$ cat src/rtl/mbist_march_ctrl.sv
// March C- BIST controller: sequences a single-port memory, compares reads, records first failure.
// Optional MBIST_STOP_ON_FAIL_EN: stop issuing operations at the first mismatch and drain.
module mbist_march_ctrl #(
  parameter int unsigned DATA_WIDTH = 8,
  parameter int unsigned ADDR_WIDTH = 4,
  parameter int unsigned MEM_DEPTH  = 16,
  parameter int unsigned RD_LAT     = 2,
  parameter int unsigned CNT_WIDTH  = 8
) (
  input  logic                  clk,
  input  logic                  rst_n,
  input  logic                  start_i,
  output logic                  busy_o,
  output logic                  done_o,
  output logic                  fail_o,
  output logic [ADDR_WIDTH-1:0] fail_addr_o,
  output logic [2:0]            fail_elem_o,
  output logic [CNT_WIDTH-1:0]  fail_count_o,
  output logic                  mem_write_read_o,
  output logic [ADDR_WIDTH-1:0] mem_address_o,
  output logic [DATA_WIDTH-1:0] mem_wdata_o,
  input  logic [DATA_WIDTH-1:0] mem_rdata_i
);

  localparam int unsigned DrainW = (RD_LAT > 1) ? $clog2(RD_LAT) : 1;
  localparam logic [ADDR_WIDTH-1:0] LastAddr  = ADDR_WIDTH'(MEM_DEPTH - 1);
  localparam logic [ADDR_WIDTH-1:0] AddrOne   = ADDR_WIDTH'(1);
  localparam logic [DrainW-1:0]     DrainLast = DrainW'(RD_LAT - 1);
  localparam logic [DrainW-1:0]     DrainOne  = DrainW'(1);
  localparam logic [CNT_WIDTH-1:0]  CntOne    = CNT_WIDTH'(1);

  typedef enum logic [1:0] {StIdle, StRun, StDrain, StDone} state_e;

  typedef struct packed {
    logic                  valid;
    logic [DATA_WIDTH-1:0] data;
    logic [ADDR_WIDTH-1:0] addr;
    logic [2:0]            elem;
  } rd_entry_t;

  function automatic logic is_down(input logic [2:0] e);
    return (e == 3'd3) || (e == 3'd4);
  endfunction

  function automatic logic is_pair(input logic [2:0] e);
    return (e >= 3'd1) && (e <= 3'd4);
  endfunction

  function automatic logic is_wr(input logic [2:0] e, input logic opi);
    return (e == 3'd0) || (is_pair(e) && opi);
  endfunction

  function automatic logic at_end(input logic [2:0] e, input logic [ADDR_WIDTH-1:0] a);
    return is_down(e) ? (a == '0) : (a == LastAddr);
  endfunction

  // Data of the first write issued strictly after the operation at (e, opi, a).
  function automatic logic [DATA_WIDTH-1:0] next_wr(input logic [2:0] e, input logic opi,
                                                    input logic [ADDR_WIDTH-1:0] a);
    logic one;
    if (e == 3'd5) begin
      one = 1'b0;
    end else if (is_wr(e, opi) && at_end(e, a)) begin
      one = (e == 3'd0) || (e == 3'd2);
    end else begin
      one = e[0];
    end
    return {DATA_WIDTH{one}};
  endfunction

  state_e                state_q;
  logic [2:0]            elem_q, nxt_elem;
  logic [ADDR_WIDTH-1:0] addr_q, nxt_addr;
  logic                  opi_q, nxt_opi, last_op;
  logic [DrainW-1:0]     drain_q;
  logic                  busy_q, done_q, mem_write_read_q;
  logic [ADDR_WIDTH-1:0] mem_address_q;
  logic [DATA_WIDTH-1:0] mem_wdata_q;

  logic                  fail_q, fail_d;
  logic [ADDR_WIDTH-1:0] fail_addr_q, fail_addr_d;
  logic [2:0]            fail_elem_q, fail_elem_d;
  logic [CNT_WIDTH-1:0]  fail_count_q, fail_count_d;

  rd_entry_t rd_pipe_q [RD_LAT];
  rd_entry_t rd_new, rd_exit;
  logic      mismatch, stop_hit;

  // Position of the operation that follows the one currently on the memory bus.
  always_comb begin
    nxt_elem = elem_q;
    nxt_addr = addr_q;
    nxt_opi  = 1'b0;
    last_op  = 1'b0;
    if (is_pair(elem_q) && !opi_q) begin
      nxt_opi = 1'b1;
    end else if (!at_end(elem_q, addr_q)) begin
      nxt_addr = is_down(elem_q) ? addr_q - AddrOne : addr_q + AddrOne;
    end else if (elem_q == 3'd5) begin
      last_op = 1'b1;
    end else begin
      nxt_elem = elem_q + 3'd1;
      nxt_addr = is_down(elem_q + 3'd1) ? LastAddr : '0;
    end
  end

  always_comb begin
    rd_new.valid = (state_q == StRun) && !mem_write_read_q;
    rd_new.data  = {DATA_WIDTH{(elem_q == 3'd2) || (elem_q == 3'd4)}};
    rd_new.addr  = addr_q;
    rd_new.elem  = elem_q;
    rd_exit      = rd_pipe_q[RD_LAT-1];
    mismatch     = rd_exit.valid && (rd_exit.data != mem_rdata_i);
  end

`ifdef MBIST_STOP_ON_FAIL_EN
  assign stop_hit = mismatch && !fail_q;
`else
  assign stop_hit = 1'b0;
`endif

  always_ff @(posedge clk or negedge rst_n) begin
    if (!rst_n) begin
      state_q          <= StIdle;
      elem_q           <= '0;
      addr_q           <= '0;
      opi_q            <= 1'b0;
      drain_q          <= '0;
      busy_q           <= 1'b0;
      done_q           <= 1'b0;
      mem_write_read_q <= 1'b0;
      mem_address_q    <= '0;
      mem_wdata_q      <= '0;
    end else begin
      done_q <= 1'b0;
      unique case (state_q)
        StIdle: begin
          if (start_i) begin
            state_q          <= StRun;
            busy_q           <= 1'b1;
            elem_q           <= '0;
            addr_q           <= '0;
            opi_q            <= 1'b0;
            mem_write_read_q <= 1'b1;
            mem_address_q    <= '0;
            mem_wdata_q      <= next_wr(3'd0, 1'b0, '0);
          end
        end
        StRun: begin
          if (last_op || stop_hit) begin
            state_q          <= StDrain;
            drain_q          <= '0;
            mem_write_read_q <= 1'b0;
            mem_wdata_q      <= '0;
          end else begin
            elem_q           <= nxt_elem;
            addr_q           <= nxt_addr;
            opi_q            <= nxt_opi;
            mem_write_read_q <= is_wr(nxt_elem, nxt_opi);
            mem_address_q    <= nxt_addr;
            mem_wdata_q      <= next_wr(nxt_elem, nxt_opi, nxt_addr);
          end
        end
        StDrain: begin
          if (drain_q == DrainLast) begin
            state_q <= StDone;
            busy_q  <= 1'b0;
            done_q  <= 1'b1;
          end else begin
            drain_q <= drain_q + DrainOne;
          end
        end
        StDone:  state_q <= StIdle;
        default: state_q <= StIdle;
      endcase
    end
  end

  always_comb begin
    fail_d       = fail_q;
    fail_addr_d  = fail_addr_q;
    fail_elem_d  = fail_elem_q;
    fail_count_d = fail_count_q;
    if ((state_q == StIdle) && start_i) begin
      fail_d       = 1'b0;
      fail_addr_d  = '0;
      fail_elem_d  = '0;
      fail_count_d = '0;
    end else if (mismatch) begin
      if (fail_count_q != '1) fail_count_d = fail_count_q + CntOne;
      if (!fail_q) begin
        fail_d      = 1'b1;
        fail_addr_d = rd_exit.addr;
        fail_elem_d = rd_exit.elem;
      end
    end
  end

  always_ff @(posedge clk or negedge rst_n) begin
    if (!rst_n) begin
      for (int i = 0; i < RD_LAT; i++) rd_pipe_q[i] <= '0;
      fail_q       <= 1'b0;
      fail_addr_q  <= '0;
      fail_elem_q  <= '0;
      fail_count_q <= '0;
    end else begin
      rd_pipe_q[0] <= rd_new;
      for (int i = 1; i < RD_LAT; i++) rd_pipe_q[i] <= rd_pipe_q[i-1];
      fail_q       <= fail_d;
      fail_addr_q  <= fail_addr_d;
      fail_elem_q  <= fail_elem_d;
      fail_count_q <= fail_count_d;
    end
  end

  assign busy_o           = busy_q;
  assign done_o           = done_q;
  assign fail_o           = fail_q;
  assign fail_addr_o      = fail_addr_q;
  assign fail_elem_o      = fail_elem_q;
  assign fail_count_o     = fail_count_q;
  assign mem_write_read_o = mem_write_read_q;
  assign mem_address_o    = mem_address_q;
  assign mem_wdata_o      = mem_wdata_q;

endmodule

$ cat config.mk
export PLATFORM = sky130hd
export DESIGN_NAME = mbist_march_ctrl
export DESIGN_NICKNAME = d
export VERILOG_FILES = /design/src/rtl/mbist_march_ctrl.sv
export SDC_FILE = /design/constraint.sdc
export NUM_CORES = 1
export LEC_CHECK = 0
export BUFFER_PORTS_ARGS = -buffer_cell sky130_fd_sc_hd__buf_2
export CAP_MARGIN = 15
export CORE_MARGIN = 1
export CORE_UTILIZATION = 55
export DETAILED_ROUTE_END_ITERATION = 7
export PLACE_DENSITY = 0.82
export REMOVE_ABC_BUFFERS = 1
export SETUP_SLACK_MARGIN = 0.4
export SLEW_MARGIN = 15
export SYNTH_ARGS = -nofsm -noshare
export SYNTH_HDL_FRONTEND = slang
export SYNTH_SLANG_ARGS = --single-unit
$ cat constraint.sdc
create_clock -name clk -period 4.3 [get_ports clk]
set_input_delay 0.86 -clock clk [delete_from_list [all_inputs] [get_ports clk]]
set_output_delay 0.86 -clock clk [all_outputs]
set_load 0.005 [all_outputs]
Word level (Yosys, flattened, before mapping)
Index checks and enable logic that the tools add are counted.
Widths: inputs -> output; s select.
{ "op_classes": {"add_sub_neg": 5, "magnitude_cmp": 4, "n_eq_ne": 22, "n_mux": 53, "n_reduce_logical": 32} }
{ "op_table": {"columns": ["cell", "count"], "rows": [
  ["$mux 4", 10],
  ["$mux 8", 5],
  ["$mux 3", 8],
  ["$mux 1", 19],
  ["$pmux 8 s2", 1],
  ["$eq 3x2->1 const B", 5],
  ["$eq 3x3->1 const B", 5],
  ["$reduce_bool 2->1", 5],
  ["$reduce_and 3->1", 3],
  ["$add 8x1->8 const B", 1],
  ["$eq 4x4->1 const B", 2],
  ["$logic_and 1x1->1", 8],
  ["$logic_not 4->1", 2],
  ["$ne 2x2->1 const B", 4],
  ["$ne 8x8->1", 1],
  ["$ne 8x8->1 const B", 1],
  ["$pmux 1 s2", 4],
  ["$pmux 2 s4", 1],
  ["$pmux 4 s2", 1],
  ["$reduce_and 2->1", 4],
  ["$ge 3x1->1 const B", 2],
  ["$le 3x3->1 const B", 2],
  ["$logic_or 1x1->1", 6],
  ["$mux 2", 3],
  ["other kinds (11)", 13]
]} }
{ "word_totals": {"register_bits": 56, "input_bits": 11, "output_inout_bits": 31} }

Logic depth before layout (Yosys ltp)
{ "logic_depth": {"ltp_word": 14, "mapped_depth": 13, "depth_no_buf": 13} }

Worst setup path after synthesis
Ideal clock, no wire load.
{ "synth_path": {"path_type": "reg-to-reg", "startpoint": "reg elem_q[0]", "endpoint": "reg mem_wdata_q[6], in the netlist mem_wdata_o[6]", "setup_time_ns": 0.122, "arrival_ns": 2.931, "setup_slack_ns": 1.248, "stages_incl_launch_ff": 14, "path_buffers": 0, "path_cell_list": "dfrtp_1 -> inv_1 -> ha_1 -> mux2i_4 -> inv_1 -> ha_1 -> a21o_2 -> a21oi_1 -> xnor2_1 -> o311ai_0 -> or4_1 -> mux2i_1 -> mux2i_1 -> nand2_1"} }
{ "synth_via": {"elab_chain_cells": 14} }
{ "synth_rtl": {"columns": ["item", "line_no", "text"], "rows": [
  ["start: declaration", "72", "logic [2:0] elem_q, nxt_elem;"],
  ["start signal: assignment", "156", "elem_q <= nxt_elem;"],
  ["$add 3x1->3 (tied with other cells)", "102, 103", null],
  ["$eq 3x2->1 (tied with other cells)", "42", "return (e == 3'd3) || (e == 3'd4);"],
  ["$logic_or 1x1->1 / $mux 1 (equally long branches)", "42, 54", null],
  ["$mux 4 / $mux 3 (equally long branches)", "103, 97", null],
  ["$mux 4 / $mux 3 (equally long branches)", "99, 95", null],
  ["$mux 4 (tied with other cells)", "97", "end else if (!at_end(elem_q, addr_q)) begin"],
  ["$mux 4 / $logic_and 1x1->1 (equally long branches)", "95, 46", null],
  ["$eq 4x4->1 (tied with other cells)", "54", "return is_down(e) ? (a == '0) : (a == LastAddr);"],
  ["$mux 1 / $logic_or 1x1->1 (equally long branches)", "54, 50", null],
  ["$logic_and 1x1->1", "63", "end else if (is_wr(e, opi) && at_end(e, a)) begin"],
  ["$mux 1", "63", null],
  ["$mux 1", "61", "if (e == 3'd5) begin"],
  ["$mux 8 *", "150", "if (last_op || stop_hit) begin"],
  ["$pmux 8 s2 *", "136", "unique case (state_q)"],
  ["end signal: assignment", "146", "mem_wdata_q <= next_wr(3'd0, 1'b0, '0);"],
  ["end signal: assignment", "161", "mem_wdata_q <= next_wr(nxt_elem, nxt_opi, nxt_addr);"],
  ["end: declaration", "78", "logic [DATA_WIDTH-1:0] mem_wdata_q;"]
]} }
Every way passes the cells marked *; elsewhere a longest branch is shown, timed or not.
A chain may end at the register's enable or synchronous reset.

Worst setup path after layout
Ends and elaborated chain as after synthesis.

==> qor.yml <==
route:
  dr.pass1.iters: 4
  routedWlPerCell_um: 13.4
  drc_errors: 0
  vias: 1851
  antenna_left: 0
  drt-vias-per-instance: 5.66
  drt-initial-drc-count: 110
  wl_um: 4400
layout:
  seq_area_sq_um: 1230
  area_delta_synth_final_pct: 10.8
  nNetsFinal: 299
  drive_above_1_share: 0.215
  filler_cell_count: 370
  multi_input_area_sq_um: 1170
  antenna_cells: 0
  postLayoutCoreUtil: 0.642
  final_cells: 327
timing:
  hold_viol_final: 0
  drv_slew: 0
  clock_skew_ns: 0.00542
  fin_setup_tns_ns: 0
  period_share: 0.782
  tightest_slew_ns: 0.713
  slew_headroom: 0.521
  fin_crit_ns: 3.36
  setup_slack_ns: 0.939
  rsz0062_at_grt: "false"
  max_freq_mhz: 298
  setup_viol: 0
grt:
  overflow: 0
  grt_usage: 0.195
  grt_pass1_vias: 1740
  use_met1: 0.239
  grt_max_degree: 50
  use_met3: 0.0404
  busiest_layer: "met2"
  grt_pass1_wl_um: 7540
  antenna_found_initial: 0
  use_met2: 0.332
yosys:
  synth.distinct_cells: 47
  syn_area_sq_um: 2560
  ys_seq_area_frac: 0.479
  yosysMostFrequentCell: "dfrtp_1"
  synthFlopType: "dfrtp_1"
  ys_top_cells_by_area: "dfrtp_1 48%, ha_1 6.4%, mux2i_1 5.9%, buf_4 3.2%, nor2_1 3.2%"
  synthTopCellsByCount: "49 x dfrtp_1, 22 x nor2_1, 19 x nand2_1"
  avgSynthCellArea_sq_um: 10.6
  yosysWarnings: 0
  synthCells: 242
  synth_top_area_frac: 0.479
  synthArstFlopShare: 1.00
  yosysTopAreaCell: "dfrtp_1"
  synth-edff-count: 0
  ys_seq_elements: 49
critical_path:
  cp_max_fo: 9
  crit_arrival_ns: 3.56
  crit_path_start_kind: "flip-flop"
  critPathKind: "flip-flop to flip-flop"
  required_ns: 4.49
  end_kind: "flip-flop"
job:
  maxCapViolations: 0
clock_network:
  clock_latency_ns: 0.30
  cts_buffer_depth: 2
  root_buffer: "clkbuf_8"
  numCtsBuffers: 5
  clk_pin_slew_ns: 0.09
  cts-resized-gates: 0
  tritoncts: "yes"
  postCtsHoldBufs: 0
  cts_max_level: 2
  clock-sinks: 49
  cts_setup_buffers: 0
pwr:
  leakage_uw: 0.00139
  power_density_nw_per_um2: 754
  ir_worst_vdd_v: 0.000375
place:
  numPortBuffers: 41
  dpl_worst_slack_ns: 0.964
  dpl.cell_count: 319
  place_congestion: 0.872
  hpwl_um: 3160
floorplan:
  rows: 24
  initial_utilization: 0.580
  core_sq_um: 4410
  die_w_um: 70.2
  die_area_sq_um: 4930
  ios: 42
  fp.dieH_um: 70.2
run_status:
  status: "complete, no violations"
hold_path:
  worstHoldPathType: "flip-flop to flip-flop"
-- layer usage --
metal  vias up  wire, um
met3         9       180
met4         0        83
met2        46      2180
li1        903         -
met5         -         0
met1       893      1950
-- layout make-up --
type	count	area share
Clock buffer	6	0.0291
Clock inverter	2	0.0132
Inverter	13	0.0172
Multi-Input combinational cell	164	0.412
Sequential cell	49	0.432
Tap cell	52	0.0229
Timing Repair Buffer	41	0.0733
-- cells by family (layout without fill, tap and decap cells) --
family	Yosys count	count (layout)	share of synthesized area
simple gates	78	78	0.155
flops	49	49	0.479
compound gates	42	42	0.105
buf+inv	29	62	0.0645
mux	20	20	0.0909
fa+ha+maj	15	15	0.0753
xor+xnor	9	9	0.0308
-- report_power, final --
group	leakage [uW]	total (uW)	internal, uW	switching, uW
clock	0.0000574	341	189	152
combinational	0.000685	1030	451	583
sequential	0.000648	764	624	141
total	0.00139	2140	1260	876
-- stage by stage --
step / total power [uW] / hold WS [ns] / area, sq um
global route: 2320 / 0.361 / 2840
detailed placement: 1800 / 0.335 / 2710
CTS: 2150 / 0.355 / 2830
finish: 2140 / 0.354 / 2840
floorplan: 1510 / 0.331 / 2440
global placement: 1760 / 0.332 / 2710
-- final timing paths --
| check | start | endpoint | slack (ns) | depth (start not counted) |
|---|---|---|---|---|
| min | rd_pipe_q[23] | rd_exit[7] | 0.35 | 0 |
| min reg2reg | rd_pipe_q[23] | rd_exit[7] | 0.35 | 0 |
| max in group asynchronous | rst_n | rd_pipe_q[31] | 3.34 | 1 |
| max reg2reg | elem_q[0] | mem_wdata_o[6] | 0.94 | 13 |
| max | elem_q[0] | mem_wdata_o[6] | 0.94 | 13 |
| min in group asynchronous | rst_n | fail_addr_o[1] | 0.56 | 1 |
-- sequential cells by signal (all words and copies together) (netlist names) --
name,count
done_o,1
mem_wdata_o,1
fail_elem_o,3
fail_count_o,8
mem_write_read_o,1
rd_exit,9
drain_q,1
mem_address_o,4
busy_o,1
state_q,2
rd_pipe_q,9
fail_addr_o,4
elem_q,3
opi_q,1
fail_o,1
-- critical path, cell delays in order (launching register included) --
cell and delay, ns:
dfrtp_1 0.50, inv_1 0.13, ha_1 0.27, mux2i_4 0.29, inv_1 0.11, ha_1 0.29
a21o_2 0.21, a21oi_1 0.17, xnor2_1 0.13, o311ai_0 0.19, or4_1 0.53, mux2i_1 0.17
mux2i_1 0.20, nand2_1 0.07
-- placed cells by master, fill, tap and decap left out, types with 2 or more instances in the layout --
| cell | netlist | routed |
|---|---|---|
| clkbuf_8 | 0 | 6 |
| nor2_1 | 22 | 22 |
| nor4_1 | 2 | 2 |
| xnor2_1 | 4 | 4 |
| or3_1 | 5 | 5 |
| mux2_2 | 2 | 2 |
| nor3_1 | 3 | 3 |
| nand2_1 | 19 | 19 |
| xor2_1 | 5 | 5 |
| a21oi_1 | 12 | 12 |
| and2_1 | 4 | 4 |
| mux2i_4 | 2 | 2 |
| buf_2 | 0 | 40 |
| o21ai_1 | 3 | 3 |
| nand3_1 | 5 | 5 |
| ha_1 | 13 | 13 |
| dfrtp_1 | 49 | 49 |
| mux2i_1 | 15 | 15 |
| inv_1 | 13 | 13 |
| o21ai_0 | 13 | 13 |
| o22ai_1 | 3 | 3 |
| nand2b_1 | 2 | 2 |
| nand4_1 | 8 | 8 |
(Power assumes the default switching activity.)
